<file path="src/rtl/counter_arbiter.sv">
// counter_arbiter: round-robin sequencer that lets two requesters share one
// external up/down counter. A granted job loads the counter with its start
// value, steps it len times in the requested direction, then returns the
// counter value to the owner with a one-cycle done pulse.
//
// Optional build macro CNT_ARB_CHECK_EN adds the cnt_err output, which flags
// a DONE-cycle counter value that differs from (start +/- len) mod 2^WIDTH.
module counter_arbiter #(
  parameter int WIDTH = 8,
  parameter int LEN_W = 8
) (
  input  logic                 clk,
  input  logic                 reset,
  input  logic [1:0]           req,
  input  logic [2*WIDTH-1:0]   req_start,
  input  logic [2*LEN_W-1:0]   req_len,
  input  logic [1:0]           req_dir,
  output logic [1:0]           gnt,
  output logic [1:0]           done,
  output logic [WIDTH-1:0]     result,
  output logic                 busy,
  output logic [WIDTH-1:0]     cnt_data_in,
  output logic                 cnt_load,
  output logic                 cnt_enable,
  output logic                 cnt_up_down,
  input  logic [WIDTH-1:0]     cnt_data_out
`ifdef CNT_ARB_CHECK_EN
  ,
  output logic                 cnt_err
`endif
);

  typedef enum logic [1:0] {
    ST_IDLE  = 2'd0,
    ST_LOAD  = 2'd1,
    ST_COUNT = 2'd2,
    ST_DONE  = 2'd3
  } state_t;

  state_t             state_q, state_d;
  logic [1:0]         gnt_q, gnt_d;
  logic [1:0]         done_q, done_d;
  logic               busy_q, busy_d;
  logic [WIDTH-1:0]   cnt_data_in_q, cnt_data_in_d;
  logic               cnt_load_q, cnt_load_d;
  logic               cnt_enable_q, cnt_enable_d;
  logic               cnt_up_down_q, cnt_up_down_d;
  logic               prio_q, prio_d;
  logic               owner_q, owner_d;
  logic [WIDTH-1:0]   start_q, start_d;
  logic [LEN_W-1:0]   len_q, len_d;
  logic               dir_q, dir_d;
  logic [LEN_W-1:0]   remaining_q, remaining_d;

  logic               arb_en_s;
  logic               prio_eff_s;
  logic               win_s;

`ifdef CNT_ARB_CHECK_EN
  // Expected counter value at completion, evaluated wide so that the
  // subtraction wraps exactly like the counter does modulo 2^WIDTH.
  function automatic logic [WIDTH-1:0] job_result(
    input logic [WIDTH-1:0] start,
    input logic [LEN_W-1:0] len,
    input logic             up
  );
    logic [WIDTH+LEN_W-1:0] s_w;
    logic [WIDTH+LEN_W-1:0] l_w;
    logic [WIDTH+LEN_W-1:0] r_w;
    s_w = {{LEN_W{1'b0}}, start};
    l_w = {{WIDTH{1'b0}}, len};
    if (up) begin
      r_w = s_w + l_w;
    end else begin
      r_w = s_w - l_w;
    end
    return r_w[WIDTH-1:0];
  endfunction
`endif

  // Round-robin pick: in DONE the pointer is about to flip, so use the
  // flipped value to keep back-to-back grants fair.
  always_comb begin
    if (state_q == ST_DONE) begin
      prio_eff_s = ~owner_q;
    end else begin
      prio_eff_s = prio_q;
    end
    if (req == 2'b11) begin
      win_s = prio_eff_s;
    end else begin
      win_s = req[1];
    end
  end

  // Next-state, job capture and grant decision.
  always_comb begin
    state_d     = state_q;
    remaining_d = remaining_q;
    prio_d      = prio_q;
    owner_d     = owner_q;
    start_d     = start_q;
    len_d       = len_q;
    dir_d       = dir_q;
    gnt_d       = 2'b00;
    arb_en_s    = 1'b0;
    case (state_q)
      ST_IDLE: begin
        // gnt_q set means the job was accepted last edge; start it now.
        if (gnt_q != 2'b00) begin
          state_d = ST_LOAD;
        end else if (req != 2'b00) begin
          arb_en_s = 1'b1;
        end else begin
          state_d = ST_IDLE;
        end
      end
      ST_LOAD: begin
        remaining_d = len_q;
        if (len_q == {LEN_W{1'b0}}) begin
          state_d = ST_DONE;
        end else begin
          state_d = ST_COUNT;
        end
      end
      ST_COUNT: begin
        remaining_d = remaining_q - LEN_W'(1);
        if (remaining_q <= LEN_W'(1)) begin
          state_d = ST_DONE;
        end else begin
          state_d = ST_COUNT;
        end
      end
      ST_DONE: begin
        prio_d  = ~owner_q;
        state_d = ST_IDLE;
        // Accepting here lets the next gnt land in the first IDLE cycle.
        if (req != 2'b00) begin
          arb_en_s = 1'b1;
        end else begin
          arb_en_s = 1'b0;
        end
      end
      default: begin
        state_d = ST_IDLE;
      end
    endcase

    if (arb_en_s) begin
      gnt_d   = win_s ? 2'b10 : 2'b01;
      owner_d = win_s;
      start_d = win_s ? req_start[WIDTH +: WIDTH] : req_start[0 +: WIDTH];
      len_d   = win_s ? req_len[LEN_W +: LEN_W] : req_len[0 +: LEN_W];
      dir_d   = win_s ? req_dir[1] : req_dir[0];
    end else begin
      gnt_d   = 2'b00;
    end
  end

  // Output next values decoded from the next state so outputs come from flops.
  always_comb begin
    busy_d        = (gnt_d != 2'b00) || (state_d != ST_IDLE);
    cnt_load_d    = (state_d == ST_LOAD);
    cnt_enable_d  = (state_d == ST_COUNT);
    if (state_d == ST_LOAD) begin
      cnt_data_in_d = start_d;
    end else begin
      cnt_data_in_d = {WIDTH{1'b0}};
    end
    if (state_d == ST_COUNT) begin
      cnt_up_down_d = dir_d;
    end else begin
      cnt_up_down_d = 1'b0;
    end
    if (state_d == ST_DONE) begin
      done_d = owner_d ? 2'b10 : 2'b01;
    end else begin
      done_d = 2'b00;
    end
  end

  // State, captured job and registered outputs; reset aborts any job.
  always_ff @(posedge clk or negedge reset) begin
    if (!reset) begin
      state_q       <= ST_IDLE;
      gnt_q         <= 2'b00;
      done_q        <= 2'b00;
      busy_q        <= 1'b0;
      cnt_data_in_q <= {WIDTH{1'b0}};
      cnt_load_q    <= 1'b0;
      cnt_enable_q  <= 1'b0;
      cnt_up_down_q <= 1'b0;
      prio_q        <= 1'b0;
      owner_q       <= 1'b0;
      start_q       <= {WIDTH{1'b0}};
      len_q         <= {LEN_W{1'b0}};
      dir_q         <= 1'b0;
      remaining_q   <= {LEN_W{1'b0}};
    end else begin
      state_q       <= state_d;
      gnt_q         <= gnt_d;
      done_q        <= done_d;
      busy_q        <= busy_d;
      cnt_data_in_q <= cnt_data_in_d;
      cnt_load_q    <= cnt_load_d;
      cnt_enable_q  <= cnt_enable_d;
      cnt_up_down_q <= cnt_up_down_d;
      prio_q        <= prio_d;
      owner_q       <= owner_d;
      start_q       <= start_d;
      len_q         <= len_d;
      dir_q         <= dir_d;
      remaining_q   <= remaining_d;
    end
  end

  assign gnt         = gnt_q;
  assign done        = done_q;
  assign busy        = busy_q;
  assign cnt_data_in = cnt_data_in_q;
  assign cnt_load    = cnt_load_q;
  assign cnt_enable  = cnt_enable_q;
  assign cnt_up_down = cnt_up_down_q;

  // The counter settles on its final value during DONE, so result is the
  // counter output gated by the DONE state flop rather than a re-registered copy.
  assign result = (state_q == ST_DONE) ? cnt_data_out : {WIDTH{1'b0}};

`ifdef CNT_ARB_CHECK_EN
  assign cnt_err = (state_q == ST_DONE) &&
                   (cnt_data_out != job_result(start_q, len_q, dir_q));
`endif

endmodule

</file>
<file path="config.mk">
export PLATFORM = sky130hd
export DESIGN_NAME = counter_arbiter
export DESIGN_NICKNAME = d
export VERILOG_FILES = /design/src/rtl/counter_arbiter.sv
export SDC_FILE = /design/constraint.sdc
export NUM_CORES = 1
export LEC_CHECK = 0
export ABC_AREA = 1
export BUFFER_PORTS_ARGS = -buffer_cell sky130_fd_sc_hd__clkbuf_2
export CAP_MARGIN = 15
export CORE_MARGIN = 10
export CORE_UTILIZATION = 51
export CTS_BUF_LIST = sky130_fd_sc_hd__clkbuf_8 sky130_fd_sc_hd__clkbuf_16
export DETAILED_ROUTE_END_ITERATION = 8
export GPL_ROUTABILITY_DRIVEN = 1
export HOLD_SLACK_MARGIN = 0.05
export PLACE_DENSITY = 0.83
export SYNTH_ARGS = -nofsm -noshare
export SYNTH_HDL_FRONTEND = slang
export SYNTH_SLANG_ARGS = --single-unit
</file>
<file path="constraint.sdc">
create_clock -name clk -period 2.1 [get_ports clk]
set_input_delay 0.42 -clock clk [delete_from_list [all_inputs] [get_ports clk]]
set_output_delay 0.42 -clock clk [all_outputs]
set_load 0.05 [all_outputs]
</file>
; ---- Word level (Yosys, flattened, before mapping)
; Index checks and enable logic that the tools add are counted.
; W data, S select, Z words.
[classes]
addsub = 1
n_lt_le_gt_ge = 1
n_eq_ne = 7
mux = 24
bitwise = 1
n_reduce_logical = 8
[ops]
columns = operator, count
row1 = $mux W8, 5
row2 = $pmux W8 S2, 1
row3 = $mux W2, 6
row4 = $eq A2 B2 Y1 const B, 5
row5 = $mux W1, 10
row6 = $reduce_bool A2 Y1, 5
row7 = $le A8 B1 Y1 const B, 1
row8 = $logic_not A8 Y1, 1
row9 = $pmux W2 S4, 1
row10 = $sub A8 B1 Y8 const B, 1
row11 = $eq A2 B1 Y1 const B, 2
row12 = $logic_not A2 Y1, 1
row13 = $pmux W1 S2, 1
row14 = $logic_or A1 B1 Y1, 1
row15 = $not A1 Y1, 1
[word_totals]
regBits = 45
in_bits = 46
out_inout_bits = 24
elab_cells = 56

; ---- Depth between registers and ports, before layout
[depth]
depth_word = 7
depth_mapped = 11

; ---- Least setup slack after synthesis
; OpenSTA, ideal clock, no wires.
[synth_path]
kind = reg-to-reg
startpoint = register state_q[0]
endpoint = register cnt_data_in_q[4], in the netlist cnt_data_in[4]
t_arrival_ns = 1.511
slack_ns = 0.467
path_stages_with_launch = 10
path_cell_list = dfrtp_1 inv_1 ha_1 inv_2 nand3_4 buf_6 nand2_1 inv_1 a21oi_2 nor2_1
[synth_via]
elab_cells_between_ends = 14
classes_between = eq/ne (4) / mux (9) / reduce/logical (1)
[synth_lines]
columns = item, line_no
row1 = start: declaration, 40  ; state_t state_q, state_d;
row2 = start signal: assignment, 200  ; state_q <= state_d;
row3 = "$eq A2 B2 Y1, or another cell as far along", 107  ; case (state_q)
row4 = $pmux W2 S4 (*), 107
row5 = via state_d[1], 40
row6 = $eq A2 B1 Y1 (*), 165  ; if (state_d == ST_LOAD) begin
row7 = $mux W8 (*), 165
row8 = via cnt_data_in_d[4], 44  ; logic [WIDTH-1:0] cnt_data_in_q, cnt_data_in_d;
row9 = end signal: assignment, 189  ; cnt_data_in_q <= {WIDTH{1'b0}};
row10 = end signal: assignment, 204  ; cnt_data_in_q <= cnt_data_in_d;
row11 = end: declaration, 44
; Mark *: on every way through the listed nets, which the timed path passes. The rest lies on a longest branch.
; A chain may end at the register's enable or synchronous reset.

; ---- Worst setup path in the final report
[layout_path]
startpoint = register state_q[0]
endpoint = output port result[4]
[layout_via]
elab_chain_cells = 2
[layout_lines]
columns = item, line_no
row1 = $eq A2 B2 Y1, 227  ; assign result = (state_q == ST_DONE) ? cnt_data_out : {WIDTH{1'b0}};
row2 = $mux W8, 227
row3 = end: declaration, 20  ; output logic [WIDTH-1:0] result,
; No other way between the ends.

==> impl_metrics.tcl <==
set metrics [dict create \
    status "complete, no violations" \
    start_util_pct 53.7 \
    synth-edff-count 0 \
    dp_hpwl_um 4410 \
    fin_ws_ns 0.144 \
    hold_path.class "input port to async pin" \
    nets 414 \
    die_h_um 88.2 \
    clkSinkCount 45 \
    cpMaxStageDelayCell "dfrtp_1" \
    place.gp.congestion 0.923 \
    worst_slew_pin_slew_ns 0.557 \
    top_level_ports 70 \
    async_reset_ff_share_pct 100 \
    ant_nets 0 \
    antenna_found_initial 0 \
    max_stage_delay_ns 0.40 \
    track_usage_pct 15.4 \
    critPathRequiredTime_ns 1.68 \
    path_buf_inv 3 \
    ff2ff_path_depth 8 \
    via_per_inst 5.00 \
    ys_ff_latch 45 \
    p_leak_nw 1.71 \
    crit_chain "ha_1, buf_4, nand2_1, inv_1, clkbuf_2" \
    die_w_um 88.2 \
    skew_ns 0.00366 \
    netlist_area_mm2 0.00237 \
    rows 24 \
    cp-startpoint "state_q[0]$_DFF_PN0_" \
    root_buffer "clkbuf_8" \
    ys_warn_count 0 \
    diodes 0 \
    arrival_ns 1.54 \
    grt_pass1_vias 2075 \
    cts_tree "done" \
    cts_resized 0 \
    vias 2069 \
    hold_violations 0 \
    yosys.cell_count.top_type "nand2_1" \
    dpl_worst_slack_ns 0.206 \
    grt_max_degree 46 \
    period_needed_ns 1.96 \
    fp.dieArea_mm2 0.00777 \
    endpoint_kind "output port" \
    ys_types 31 \
    vdd_drop_max_mv 1.04 \
    syn_to_final_growth_pct 21.3 \
    wl_per_cell_um 13.9 \
    crit_path_start_kind "flip-flop" \
    rrSetupSlack_ns 0.19 \
    netlist_instances 287 \
    setup_violations 0 \
    clkTransAtPathRegs_ns 0.08 \
    post-route-period-util_pct 93.1 \
    finalSetupTns_ns 0 \
    grt_pass1_wl_um 9610 \
    syn_avg_cell_area_um2 8.26 \
    worstSetupPathType "flip-flop to output port" \
    worstSetupPathDepth 5 \
    report.final.slew_viol_count 0 \
    reg2reg_to "cnt_up_down$_DFF_PN0_" \
    first_iter_violations 116 \
    critPathMaxFanout 8 \
    cts_buffers 5 \
    setup.worst_path.end "result[4]" \
    drc 0 \
    yosysTopAreaCell "dfrtp_1" \
    synth_ff_type "dfrtp_1" \
    routed_wl_um 5740 \
    synth_nets 340 \
    port_buffers 69 \
    ys_top_cells_by_count "nand2_1, inv_1, dfrtp_1, nor2_1, nand3_1" \
    clockBufferDepth 2 \
    clock.fmax_mhz 511 \
    r2r_start "state_q[0]$_DFF_PN0_" \
    coreArea_mm2 0.00441 \
    critical_path.top_delay_family "buffers and inverters" \
    power_density_mw_per_mm2 1680 \
    cts-htree-levels 2 \
    drive_above_1_share_pct 30.4 \
    yosysSeqAreaShare_pct 47.5 \
    first_pass_iters 4 \
    cts_hold_buf 0 \
    rsz0062_at_grt "no" \
    grt-ovfl-total 0 \
    max_cap_viol_count 0 \
    max_slew_margin_pct 62.9 \
    synth_top_area_share_pct 47.5 \
    insertion_delay_ns 0.30 \
    yosys-top-cells-area "dfrtp_1, nand2_1, inv_1, nand3_1, nor2_1" \
    post-cts-setup-buffer-count 0 \
]
state kept, by name (all words and copies together) (netlist names):
| signal | count |
|---|---|
| busy | 1 |
| cnt_data_in | 8 |
| cnt_enable | 1 |
| cnt_load | 1 |
| cnt_up_down | 1 |
| dir_q | 1 |
| done | 2 |
| gnt | 2 |
| len_q | 8 |
| owner_q | 1 |
| prio_q | 1 |
| remaining_q | 8 |
| start_q | 8 |
| state_q | 2 |
cell usage in the layout, fill, tap and decap left out, drive strengths merged, types with 2 or more instances in the layout:
master  count
nor2       27
o21ai       8
o211ai      4
buf         6
ha          7
clkbuf     75
nand3b      2
nand3      25
nand2      80
dfrtp      45
o22ai       5
inv        57
a21oi      15
routing by layer:
layer	share of wire (%)	up-vias	track usage [%]	wire, um
met4	2.1	0	6.56	119
met3	9.3	12	4.83	535
met2	49	84	25.5	2840
met5	0	-	0	0
met1	39	944	17.9	2250
li1	-	1029	-	-
cells by family after synthesis:
logic type / count (synthesis) / share of synthesized area, %
flops: 45 / 47.5
buf+inv: 64 / 11.9
simple gates: 138 / 27.4
fa+ha+maj: 7 / 3.70
compound gates: 33 / 9.50
worst min-delay path by stage:
stage | to | slack, ns | depth (start not counted)
3_5_place_dp | start_q[7]$_DFF_PN0_ | 0.51 | 4
6_report | len_q[2]$_DFFE_PN0N_ | 0.19 | 2
5_1_grt | len_q[1]$_DFFE_PN0N_ | 0.25 | 2
3_3_place_gp | start_q[7]$_DFF_PN0_ | 0.51 | 4
2_1_floorplan | busy$_DFF_PN0_ | 0.12 | 0
4_1_cts | len_q[1]$_DFFE_PN0N_ | 0.21 | 2
area by class of cell:
cell class | count | area, um^2
fillers | 353 | 1540
flip-flops and latches | 45 | 1130
multi-input cells | 178 | 962
repair buffers | 75 | 390
inverters | 56 | 215
clock buffers | 6 | 82.6
well taps | 52 | 65.1
clock inverters | 2 | 33.8
where the power goes:
| group | total, mW | internal, mW | switching [mW] |
|---|---|---|---|
| registers | 1.45 | 1.25 | 0.193 |
| logic | 2.70 | 0.825 | 1.88 |
| clock network | 0.669 | 0.383 | 0.286 |
| total | 4.82 | 2.46 | 2.36 |
metrics by stage:
step / power, mW / utilization [%] / std cells / hold WS, ns / area, um^2
after detailed placement: 4.14 / 62.5 / 406 / 0.513 / 2760
after CTS: 4.84 / 65.1 / 414 / 0.206 / 2880
after floorplan: 3.53 / - / 287 / 0.124 / 2370
after global placement: 4.04 / 62.5 / 406 / 0.510 / 2760
after global routing: 5.21 / 65.1 / 414 / 0.246 / 2880
final: 4.82 / 65.1 / 414 / 0.193 / 2880
No activity file was read; power rests on OpenSTA's default activity.
